===== src/rtl/controller_digit_entry_if.sv =====
//------------------------------------------------------------------------------
// controller_digit_entry_if
// Key-event input channel, committed-number output channel and live entry
// display signals of the calculator digit-entry controller.
// Revision: 1.0 - initial release
//------------------------------------------------------------------------------
`default_nettype none

interface controller_digit_entry_if #(
  parameter int DIGITS = 8
);
  // key event channel
  logic                  in_valid;
  logic                  in_ready;
  logic [2:0]            in_kind;
  logic [3:0]            in_digit;
  // committed number channel
  logic                  num_valid;
  logic                  num_ready;
  logic [4*DIGITS-1:0]   num_bcd;
  logic                  num_neg;
  // live entry display
  logic [4*DIGITS-1:0]   entry_bcd;
  logic                  entry_neg;
  logic [3:0]            entry_cnt;
  logic                  overflow;

  // driver of key events / consumer of committed numbers
  modport master (
    output in_valid, in_kind, in_digit, num_ready,
    input  in_ready, num_valid, num_bcd, num_neg,
    input  entry_bcd, entry_neg, entry_cnt, overflow
  );

  // the digit-entry controller itself
  modport slave (
    input  in_valid, in_kind, in_digit, num_ready,
    output in_ready, num_valid, num_bcd, num_neg,
    output entry_bcd, entry_neg, entry_cnt, overflow
  );
endinterface

`default_nettype wire


===== src/rtl/controller_digit_entry.sv =====
//------------------------------------------------------------------------------
// controller_digit_entry
// Collects BCD key events into a left-shifting entry buffer with sign and
// overflow tracking, and hands the committed number downstream through a
// valid/ready handshake.
// Optional feature: define CALC_BACKSPACE_EN to enable the BACK key
// (shift right, zero fill). Without it BACK is ignored like a reserved code.
// Revision: 1.0 - initial release
//------------------------------------------------------------------------------
`default_nettype none

module controller_digit_entry #(
  parameter int DIGITS = 8
) (
  input  wire                       clk_i,
  input  wire                       rst_ni,
  controller_digit_entry_if.slave   bus
);

  localparam int           c_W       = 4 * DIGITS;
  localparam logic [3:0]   c_FULL    = 4'(DIGITS);
  localparam logic [2:0]   c_K_DIGIT = 3'd0;
  localparam logic [2:0]   c_K_SIGN  = 3'd1;
`ifdef CALC_BACKSPACE_EN
  localparam logic [2:0]   c_K_BACK  = 3'd2;
`endif
  localparam logic [2:0]   c_K_CLEAR = 3'd3;
  localparam logic [2:0]   c_K_COMMIT = 3'd4;

  typedef enum logic [1:0] {
    ST_IDLE  = 2'd0,
    ST_ENTRY = 2'd1,
    ST_HOLD  = 2'd2
  } state_t;

  state_t           state_q, state_d;
  logic [c_W-1:0]   buf_q, buf_d;
  logic             neg_q, neg_d;
  logic [3:0]       cnt_q, cnt_d;
  logic             ovf_q, ovf_d;
  logic [c_W-1:0]   num_bcd_q, num_bcd_d;
  logic             num_neg_q, num_neg_d;
  logic             num_valid_q, num_valid_d;
  logic             w_ready;

  // Key events are refused only while a committed number is waiting downstream.
  assign w_ready = (state_q != ST_HOLD);

  // State and datapath registers, all cleared asynchronously by reset.
  always_ff @(posedge clk_i or negedge rst_ni) begin
    if (!rst_ni) begin
      state_q     <= ST_IDLE;
      buf_q       <= '0;
      neg_q       <= 1'b0;
      cnt_q       <= 4'd0;
      ovf_q       <= 1'b0;
      num_bcd_q   <= '0;
      num_neg_q   <= 1'b0;
      num_valid_q <= 1'b0;
    end else begin
      state_q     <= state_d;
      buf_q       <= buf_d;
      neg_q       <= neg_d;
      cnt_q       <= cnt_d;
      ovf_q       <= ovf_d;
      num_bcd_q   <= num_bcd_d;
      num_neg_q   <= num_neg_d;
      num_valid_q <= num_valid_d;
    end
  end

  // Next-state logic: key decoding while entering, handshake while holding.
  always_comb begin
    state_d     = state_q;
    buf_d       = buf_q;
    neg_d       = neg_q;
    cnt_d       = cnt_q;
    ovf_d       = ovf_q;
    num_bcd_d   = num_bcd_q;
    num_neg_d   = num_neg_q;
    num_valid_d = num_valid_q;

    if (state_q == ST_HOLD) begin
      // Accepted number leaves; the entry starts afresh.
      if (num_valid_q && bus.num_ready) begin
        state_d     = ST_IDLE;
        buf_d       = '0;
        neg_d       = 1'b0;
        cnt_d       = 4'd0;
        ovf_d       = 1'b0;
        num_valid_d = 1'b0;
      end
    end else if (bus.in_valid) begin
      case (bus.in_kind)
        c_K_DIGIT: begin
          if (bus.in_digit <= 4'd9) begin
            if (cnt_q == c_FULL) begin
              ovf_d = 1'b1;
            end else if (!(bus.in_digit == 4'd0 && cnt_q == 4'd0)) begin
              // Leading zeros are never stored.
              buf_d   = (buf_q << 4) | c_W'(bus.in_digit);
              cnt_d   = cnt_q + 4'd1;
              state_d = ST_ENTRY;
            end
          end
        end
        c_K_SIGN: begin
          neg_d   = ~neg_q;
          state_d = ST_ENTRY;
        end
`ifdef CALC_BACKSPACE_EN
        c_K_BACK: begin
          ovf_d = 1'b0;
          if (cnt_q != 4'd0) begin
            buf_d = buf_q >> 4;
            cnt_d = cnt_q - 4'd1;
            if (cnt_q == 4'd1 && !neg_q) begin
              state_d = ST_IDLE;
            end
          end
        end
`endif
        c_K_CLEAR: begin
          state_d = ST_IDLE;
          buf_d   = '0;
          neg_d   = 1'b0;
          cnt_d   = 4'd0;
          ovf_d   = 1'b0;
        end
        c_K_COMMIT: begin
          // A zero magnitude is always presented as +0.
          num_bcd_d   = buf_q;
          num_neg_d   = neg_q & (|buf_q);
          num_valid_d = 1'b1;
          state_d     = ST_HOLD;
        end
        default: begin
        end
      endcase
    end
  end

  assign bus.in_ready  = w_ready;
  assign bus.num_valid = num_valid_q;
  assign bus.num_bcd   = num_bcd_q;
  assign bus.num_neg   = num_neg_q;
  assign bus.entry_bcd = buf_q;
  assign bus.entry_neg = neg_q;
  assign bus.entry_cnt = cnt_q;
  assign bus.overflow  = ovf_q;

endmodule

`default_nettype wire


===== src/flat_wrapper.sv =====
// flat-port wrapper written by rule: the top's interface ports become plain ports
module controller_digit_entry_flat 
#(
  parameter int DIGITS = 8
)
  (clk_i, rst_ni, bus_in_valid, bus_in_kind, bus_in_digit, bus_num_ready, bus_in_ready, bus_num_valid, bus_num_bcd, bus_num_neg, bus_entry_bcd, bus_entry_neg, bus_entry_cnt, bus_overflow);
  controller_digit_entry_if #(.DIGITS(DIGITS)) bus_i ();
  input  wire clk_i;
  input  wire rst_ni;
  input wire logic [$bits(bus_i.in_valid)-1:0] bus_in_valid;
  input wire logic [$bits(bus_i.in_kind)-1:0] bus_in_kind;
  input wire logic [$bits(bus_i.in_digit)-1:0] bus_in_digit;
  input wire logic [$bits(bus_i.num_ready)-1:0] bus_num_ready;
  output wire logic [$bits(bus_i.in_ready)-1:0] bus_in_ready;
  output wire logic [$bits(bus_i.num_valid)-1:0] bus_num_valid;
  output wire logic [$bits(bus_i.num_bcd)-1:0] bus_num_bcd;
  output wire logic [$bits(bus_i.num_neg)-1:0] bus_num_neg;
  output wire logic [$bits(bus_i.entry_bcd)-1:0] bus_entry_bcd;
  output wire logic [$bits(bus_i.entry_neg)-1:0] bus_entry_neg;
  output wire logic [$bits(bus_i.entry_cnt)-1:0] bus_entry_cnt;
  output wire logic [$bits(bus_i.overflow)-1:0] bus_overflow;
  assign bus_i.in_valid = bus_in_valid;
  assign bus_i.in_kind = bus_in_kind;
  assign bus_i.in_digit = bus_in_digit;
  assign bus_i.num_ready = bus_num_ready;
  assign bus_in_ready = bus_i.in_ready;
  assign bus_num_valid = bus_i.num_valid;
  assign bus_num_bcd = bus_i.num_bcd;
  assign bus_num_neg = bus_i.num_neg;
  assign bus_entry_bcd = bus_i.entry_bcd;
  assign bus_entry_neg = bus_i.entry_neg;
  assign bus_entry_cnt = bus_i.entry_cnt;
  assign bus_overflow = bus_i.overflow;
  controller_digit_entry #(.DIGITS(DIGITS)) u_core (.clk_i(clk_i), .rst_ni(rst_ni), .bus(bus_i));
endmodule

===== config.mk =====
export PLATFORM = sky130hd
export DESIGN_NAME = controller_digit_entry_flat
export DESIGN_NICKNAME = d
export VERILOG_FILES = /design/src/rtl/controller_digit_entry_if.sv /design/src/rtl/controller_digit_entry.sv /design/src/flat_wrapper.sv
export SDC_FILE = /design/constraint.sdc
export NUM_CORES = 1
export LEC_CHECK = 0
export CAP_MARGIN = 15
export CORE_MARGIN = 8
export CORE_UTILIZATION = 49
export CTS_BUF_LIST = sky130_fd_sc_hd__clkbuf_16
export CTS_CLUSTER_SIZE = 24
export DETAILED_ROUTE_END_ITERATION = 12
export MAX_ROUTING_LAYER = met4
export PLACE_DENSITY_LB_ADDON = 0.08
export SETUP_SLACK_MARGIN = 0.15
export SYNTH_ARGS = -nofsm -noshare
export SYNTH_HDL_FRONTEND = slang
export SYNTH_SLANG_ARGS = --single-unit
export TNS_END_PERCENT = 100

===== constraint.sdc =====
create_clock -name clk_i -period 2.5 [get_ports clk_i]
set_clock_uncertainty 0.1 [all_clocks]
set_input_delay 0.25 -clock clk_i [delete_from_list [all_inputs] [get_ports clk_i]]
set_output_delay 0.25 -clock clk_i [all_outputs]
set_load 0.01 [all_outputs]

==> out/qor.yml, run 1 <==
synth.top_cells.by_count: "dfrtp_1 (74), nand2_1 (38), inv_1 (25)"
path_max_fanout: 9
worst_pin_slew_ns: 0.932
drv_cap: 0
wirelength_um: 8640
ys_types: 41
clk_pin_slew_ns: 0.05
finalCritPeriodShare: 0.839
multi_input_area_um2: 1320
setup_viol: 0
netlist_instances: 293
final-max-slew-violation-count: 0
vias_per_cell: 5.59
clock_latency_ns: 0.33
async_flop_share: 1.00
grt_max_degree: 75
synth_most_common_cell: "dfrtp_1"
outcome: "finished with violations"
synthesis.nets: 306
syn_avg_cell_area_um2: 11.4
antenna_found_initial: 0
p_total_w: 0.00604
top_layer: "met4"
violations: "negative hold slack"
rsz0062_at_grt: "false"
syn_to_final_growth_pct: 38.2
instances_no_fill: 471
register_area_um2: 1850
clkSinkCount: 74
place_congestion: 0.832
core.rowCount: 30
startpoint: "u_core.state_q[1]"
cts_tree: "yes"
critPathArrivalTime_ns: 1.75
cts_hold_buf: 0
clock_path_buffers: 2
ant_nets: 0
drive_gt1_frac: 0.174
relSlewSlack: 0.379
fin_tns_setup_ns: 0
core_um2: 6720
rr_endpoint: "u_core.bus.entry_bcd[5]"
crit_type: "register to output pin"
period_needed_ns: 2.10
holdWs_ns: -0.0333
synth_top_area_cell: "dfrtp_1"
fin_nets: 400
r2r_setup_slack_ns: 0.48
p_leak_nw: 2.08
die_w_um: 98.7
io_buffers: 83
grt_pass1_vias: 2766
cts_made_buffers: 9
hold_class: "primary input to asynchronous set/reset pin"
initial_core_util: 0.499
crit_path_start_kind: "register"
drt_iter0_drc: 93
r2r-start: "u_core.bus.entry_cnt[0]"
wl_per_cell_um: 18.4
drt-met1-wl_um: 4080
hold_viol: 69
grt_pass1_wl_um: 14200
fillers: 516
synth-edff-count: 0
power.density_nw_per_um2: 1300
grt-ovfl-total: 0
die_y_um: 98.7
worstPathRequired_ns: 2.15
dp_hpwl_um: 5910
cts_resized: 0
synth_area_um2: 3350
diodes: 0
grt_usage: 0.187
fmax_mhz: 477
cp-end-kind: "output pin"
vias: 2632
cts_setup_buffers: 0
wl_met2_um: 4060
synth-seq-cells: 74
die_area_um2: 9740
synthTopCellsByArea: "dfrtp_1 (55%), mux2_2 (8.1%), mux2i_1 (5.1%)"
htreeDepth: 3
synth_top_area_frac: 0.553
yosysSeqAreaShare: 0.553
root_buffer: "clkbuf_16"
dp_cells: 456
reg2regPathDepth: 7
yosys_warnings: 0
firstDrtPassIters: 4
ir_drop_mv: 0.692
synthFlopType: "dfrtp_1"
drc: 0
wl_met3_um: 427
io_pins: 84
==> per-layer routing <==
| metal | vias up | global-route usage |
|---|---|---|
| met3 | 7 | 0.0416 |
| met4 | 0 | 0.0638 |
| met2 | 79 | 0.288 |
| met5 | - | - |
| li1 | 1203 | - |
| met1 | 1343 | 0.240 |
==> stage by stage <==
stage,instance area (µm²),hold slack [ns],utilization,setup slack [ns]
4_1_cts,4630,0.00342,0.689,0.392
3_3_place_gp,4330,0.347,0.644,0.169
2_1_floorplan,3350,-0.146,-,0.505
3_5_place_dp,4330,0.339,0.644,0.138
5_1_grt,4630,0.0543,0.689,0.323
6_report,4630,-0.0333,0.689,0.403
==> where the power goes <==
group          switching [W]  total, W  internal [W]  leakage [nW]
registers           0.000478   0.00221       0.00173         0.949
clock network       0.000460   0.00132      0.000855         0.159
logic                0.00108   0.00252       0.00144         0.976
total                0.00202   0.00604       0.00403          2.08
==> cell type report <==
cell class,count,area share
inverter,25,0.0203
tap,80,0.0216
clock inverter,6,0.0165
multi-input combinational,178,0.286
timing repair buffer,99,0.208
clock buffer,9,0.0486
sequential,74,0.400
==> critical path: stages, from the launching register on <==
cell and delay, ns:
dfrtp_1 0.40, nor2b_2 0.17, buf_4 0.18, inv_1 0.11, clkdlybuf4s50_1 0.56
==> kinds of logic after synthesis <==
kind of cell	share of synthesized area
muxes	0.172
AOI/OAI and AO/OA	0.0814
DFF	0.553
buffers and inverters	0.0549
adders and majority gates	0.00747
xor gates and xnor gates	0.00261
and+or+nand+nor	0.129
==> state kept, by name, summed over array words and instances (netlist names) <==
register,flops
u_core.bus.entry_bcd,32
u_core.bus.entry_cnt,4
u_core.bus.entry_neg,1
u_core.bus.num_bcd,32
u_core.bus.num_neg,1
u_core.bus.num_valid,1
u_core.bus.overflow,1
u_core.state_q,2
==> placed cells by master, fill, tap and decap left out, drive strengths merged, types with 4 or more instances in the layout <==
master / instances
dfrtp: 74
buf: 17
o21ai: 23
nor3: 17
clkbuf: 9
mux2: 33
nor4: 10
nand2: 38
inv: 28
mux2i: 17
clkdlybuf4s50: 82
nor2: 4
==> worst max-delay path by stage <==
| stage | endpoint | slack (ns) | cells after the start |
|---|---|---|---|
| 2_1_floorplan | u_core.bus.entry_bcd[15] | 0.51 | 6 |
| 3_3_place_gp | u_core.bus.entry_bcd[20] | 0.17 | 6 |
| 3_5_place_dp | u_core.bus.entry_bcd[22] | 0.14 | 6 |
| 4_1_cts | bus_in_ready | 0.39 | 4 |
| 5_1_grt | bus_in_ready | 0.32 | 4 |
| 6_report | bus_in_ready | 0.40 | 4 |
(Power assumes the default switching activity.)
==> run 2, diff against run 1 <==
==> constraint.sdc (replaced) <==
create_clock -name clk_i -period 2 [get_ports clk_i]
set_clock_uncertainty 0.1 [all_clocks]
set_input_delay 0.2 -clock clk_i [delete_from_list [all_inputs] [get_ports clk_i]]
set_output_delay 0.2 -clock clk_i [all_outputs]
set_load 0.01 [all_outputs]
==> run 2 against run 1 <==
  * The run now ends clean
  * Flip-flop and latch count did not move
  * Total power rose by 30%
  * First-iteration DRC count grew 4.3%
  * Sequential power increased by 26%
  * Hold slack improved by 0.31 ns
  * Sequential share of layout area down 2.0 points
  * Setup slack got worse by 0.30 ns
  * Design area is 5.3% higher
  * Cell count rose by 3.6%
  * Utilization rose by 3.7 points
  * Clock-buffer cell count is the same
  * Clock power increased by 39%
  * Critical path type is now primary input to register
  * Largest cell class unchanged
  * Largest power group unchanged
  * Highest routed layer unchanged
==> out/qor.yml, run 2 (same netlist as run 1, synthesis figures left out) <==
outcome: "finished, final reports clean"  # was finished with violations
wl_per_cell_um: 18.4  # about the same
internal-power_w: 0.00525  # was 0.00403 W
dp_hpwl_um: 6140  # was 5910 µm
vias_per_cell: 5.47  # was 5.59
relSlewSlack: 0.676  # was 0.379
p_sw_frac: 0.333  # was 0.334
dp_cells: 462  # was 456
crit_path_start_kind: "primary input"  # was register
p_comb_frac: 0.414  # was 0.417
io_buffers: 83  # unchanged
diodes: 0  # unchanged
setup_viol: 0  # unchanged
core.rowCount: 30  # unchanged
cts_made_buffers: 9  # unchanged
core_um2: 6720  # unchanged
final_area_um2: 4880  # was 4630 µm²
ir_drop_mv: 0.935  # was 0.692 mV
switching_power_w: 0.00262  # was 0.00202 W
initial_core_util: 0.499  # unchanged
rsz0062_at_grt: "true"  # was false
drv_cap: 0  # unchanged
multi_input_area_um2: 1360  # was 1320 µm²
antenna_found_initial: 0  # unchanged
p_seq_frac: 0.354  # was 0.366
worstPathRequired_ns: 2.12  # was 2.15 ns
drc: 0  # unchanged
grt_pass1_vias: 2857  # was 2766
fmax_mhz: 526
dpl_cell_area_um2: 4450  # was 4330 µm²
final_cell_mix: "clkdlybuf4s50_1 (81), dfrtp_1 (73), nand2_1 (38)"  # was clkdlybuf4s50_1 (82), dfrtp_1 (74), nand2_1 (38)
cp_top_family: "buffers and inverters"  # unchanged
path_max_fanout: 16  # was 9
crit_type: "primary input to register"  # was register to output pin
holdWs_ns: 0.281  # was -0.0333 ns
register_area_um2: 1850  # about the same
layout_commonest_cell: "clkdlybuf4s50_1"  # unchanged
root_buffer: "clkbuf_16"  # unchanged
critPathArrivalTime_ns: 2.02  # was 1.75 ns
fin_ws_ns: 0.0986  # was 0.403 ns
cts_tree: "yes"  # unchanged
wirelength_um: 9000  # was 8640 µm
ant_nets: 0  # unchanged
cp-end-kind: "register"  # was output pin
finalCritPeriodShare: 0.951
max_stage_delay_ns: 0.44  # was 0.56 ns
clkSinkCount: 74  # unchanged
die_area_um2: 9740  # unchanged
fillers: 484  # was 516
drive_gt1_frac: 0.218  # was 0.174
firstDrtPassIters: 6  # was 4
drt_iter0_drc: 97  # was 93
instances_no_fill: 488  # was 471
grt_max_degree: 40  # was 75
pwr-share-clk: 0.232  # was 0.218
clock_latency_ns: 0.33  # about the same
htreeDepth: 3  # unchanged
die_w_um: 98.7  # unchanged
grt_pass1_wl_um: 14900  # was 14200 µm
p_leak_nw: 2.20  # was 2.08 nW
period_needed_ns: 1.90
grt_usage: 0.199  # was 0.187
power.density_nw_per_um2: 1610  # was 1300 nW/µm²
worst_pin_slew_ns: 0.486  # was 0.932 ns
hold_class: "primary input to asynchronous set/reset pin"  # unchanged
place_congestion: 0.816  # was 0.832
die_y_um: 98.7  # unchanged
fin_nets: 416  # was 400
grt-ovfl-total: 0  # unchanged
critical_path_buf_inv_count: 2  # was 3
io_pins: 84  # unchanged
syn_to_final_growth_pct: 45.6  # was 38.2%
final-max-slew-violation-count: 0  # unchanged
dp_slack_ns: -0.280  # was 0.138 ns
clk_pin_slew_ns: 0.06  # was 0.05 ns
hold_viol: 0  # was 69
cp_cell_sequence: "clkdlybuf4s50_1 -> xor2_1 -> o41ai_4 -> a21boi_4 -> buf_12 -> mux2_2"  # was nor2b_2 -> buf_4 -> inv_1 -> clkdlybuf4s50_1
critPathSlowestCell: "clkdlybuf4s50_1"  # unchanged
fin_tns_setup_ns: 0  # unchanged
clock_path_buffers: 2  # unchanged
vias: 2667  # was 2632
==> run 2: what timing repair did <==
action | in CTS | in global routing
endpoints found under the setup margin | 20 | 35
pin swaps | 0 | 1
hold endpoints to repair | 35 | 0
setup buffers | 8 | 1
hold buffers | 1 | 0
gates resized for setup | 1 | 3
==> run 2: per-layer routing <==
metal	vias to the layer above	global-route usage	routed length (µm)
met5	-	-	0
met4	0	0.0720	160
met3	19	0.0507	433
met2	93	0.322	4390
met1	1318	0.236	4020
li1	1237	-	-
==> run 2: layout make-up <==
| type | count | share of cell area |
|---|---|---|
| tap | 80 | 0.0205 |
| sequential | 74 | 0.380 |
| inverter | 25 | 0.0192 |
| multi-input combinational | 178 | 0.278 |
| timing repair buffer | 115 | 0.234 |
| clock buffer | 9 | 0.0462 |
| clock inverter | 7 | 0.0226 |
==> run 2: path summary, 6_finish.rpt <==
kind	startpoint	endpoint	slack, ns	depth (start not counted)
hold / removal	rst_ni	u_core.bus.num_bcd[1]	0.28	2
max in group asynchronous	rst_ni	u_core.bus.overflow	0.95	3
hold reg to reg	u_core.bus.num_bcd[1]	u_core.bus.num_bcd[1]	0.38	2
setup / recovery	bus_in_kind[1]	u_core.bus.entry_bcd[13]	0.1	6
setup reg to reg	u_core.bus.entry_cnt[1]	u_core.bus.entry_bcd[13]	0.1	7
min in group clk_i	u_core.bus.num_bcd[1]	u_core.bus.num_bcd[1]	0.38	2
==> run 2: power groups by stage <==
stage          Combinational [W]  Clock [W]  Sequential (W)
3_3_place_gp             0.00318          0         0.00276
2_1_floorplan            0.00115          0         0.00296
6_report                 0.00326    0.00183         0.00278
3_5_place_dp             0.00324          0         0.00279
4_1_cts                  0.00330    0.00183         0.00278
5_1_grt                  0.00352    0.00192         0.00288
==> run 2: stage by stage <==
stage,total power (W),utilization
floorplan,0.00411,-
global placement,0.00594,0.663
detailed placement,0.00603,0.663
CTS,0.00791,0.723
global route,0.00832,0.726
finish,0.00787,0.726
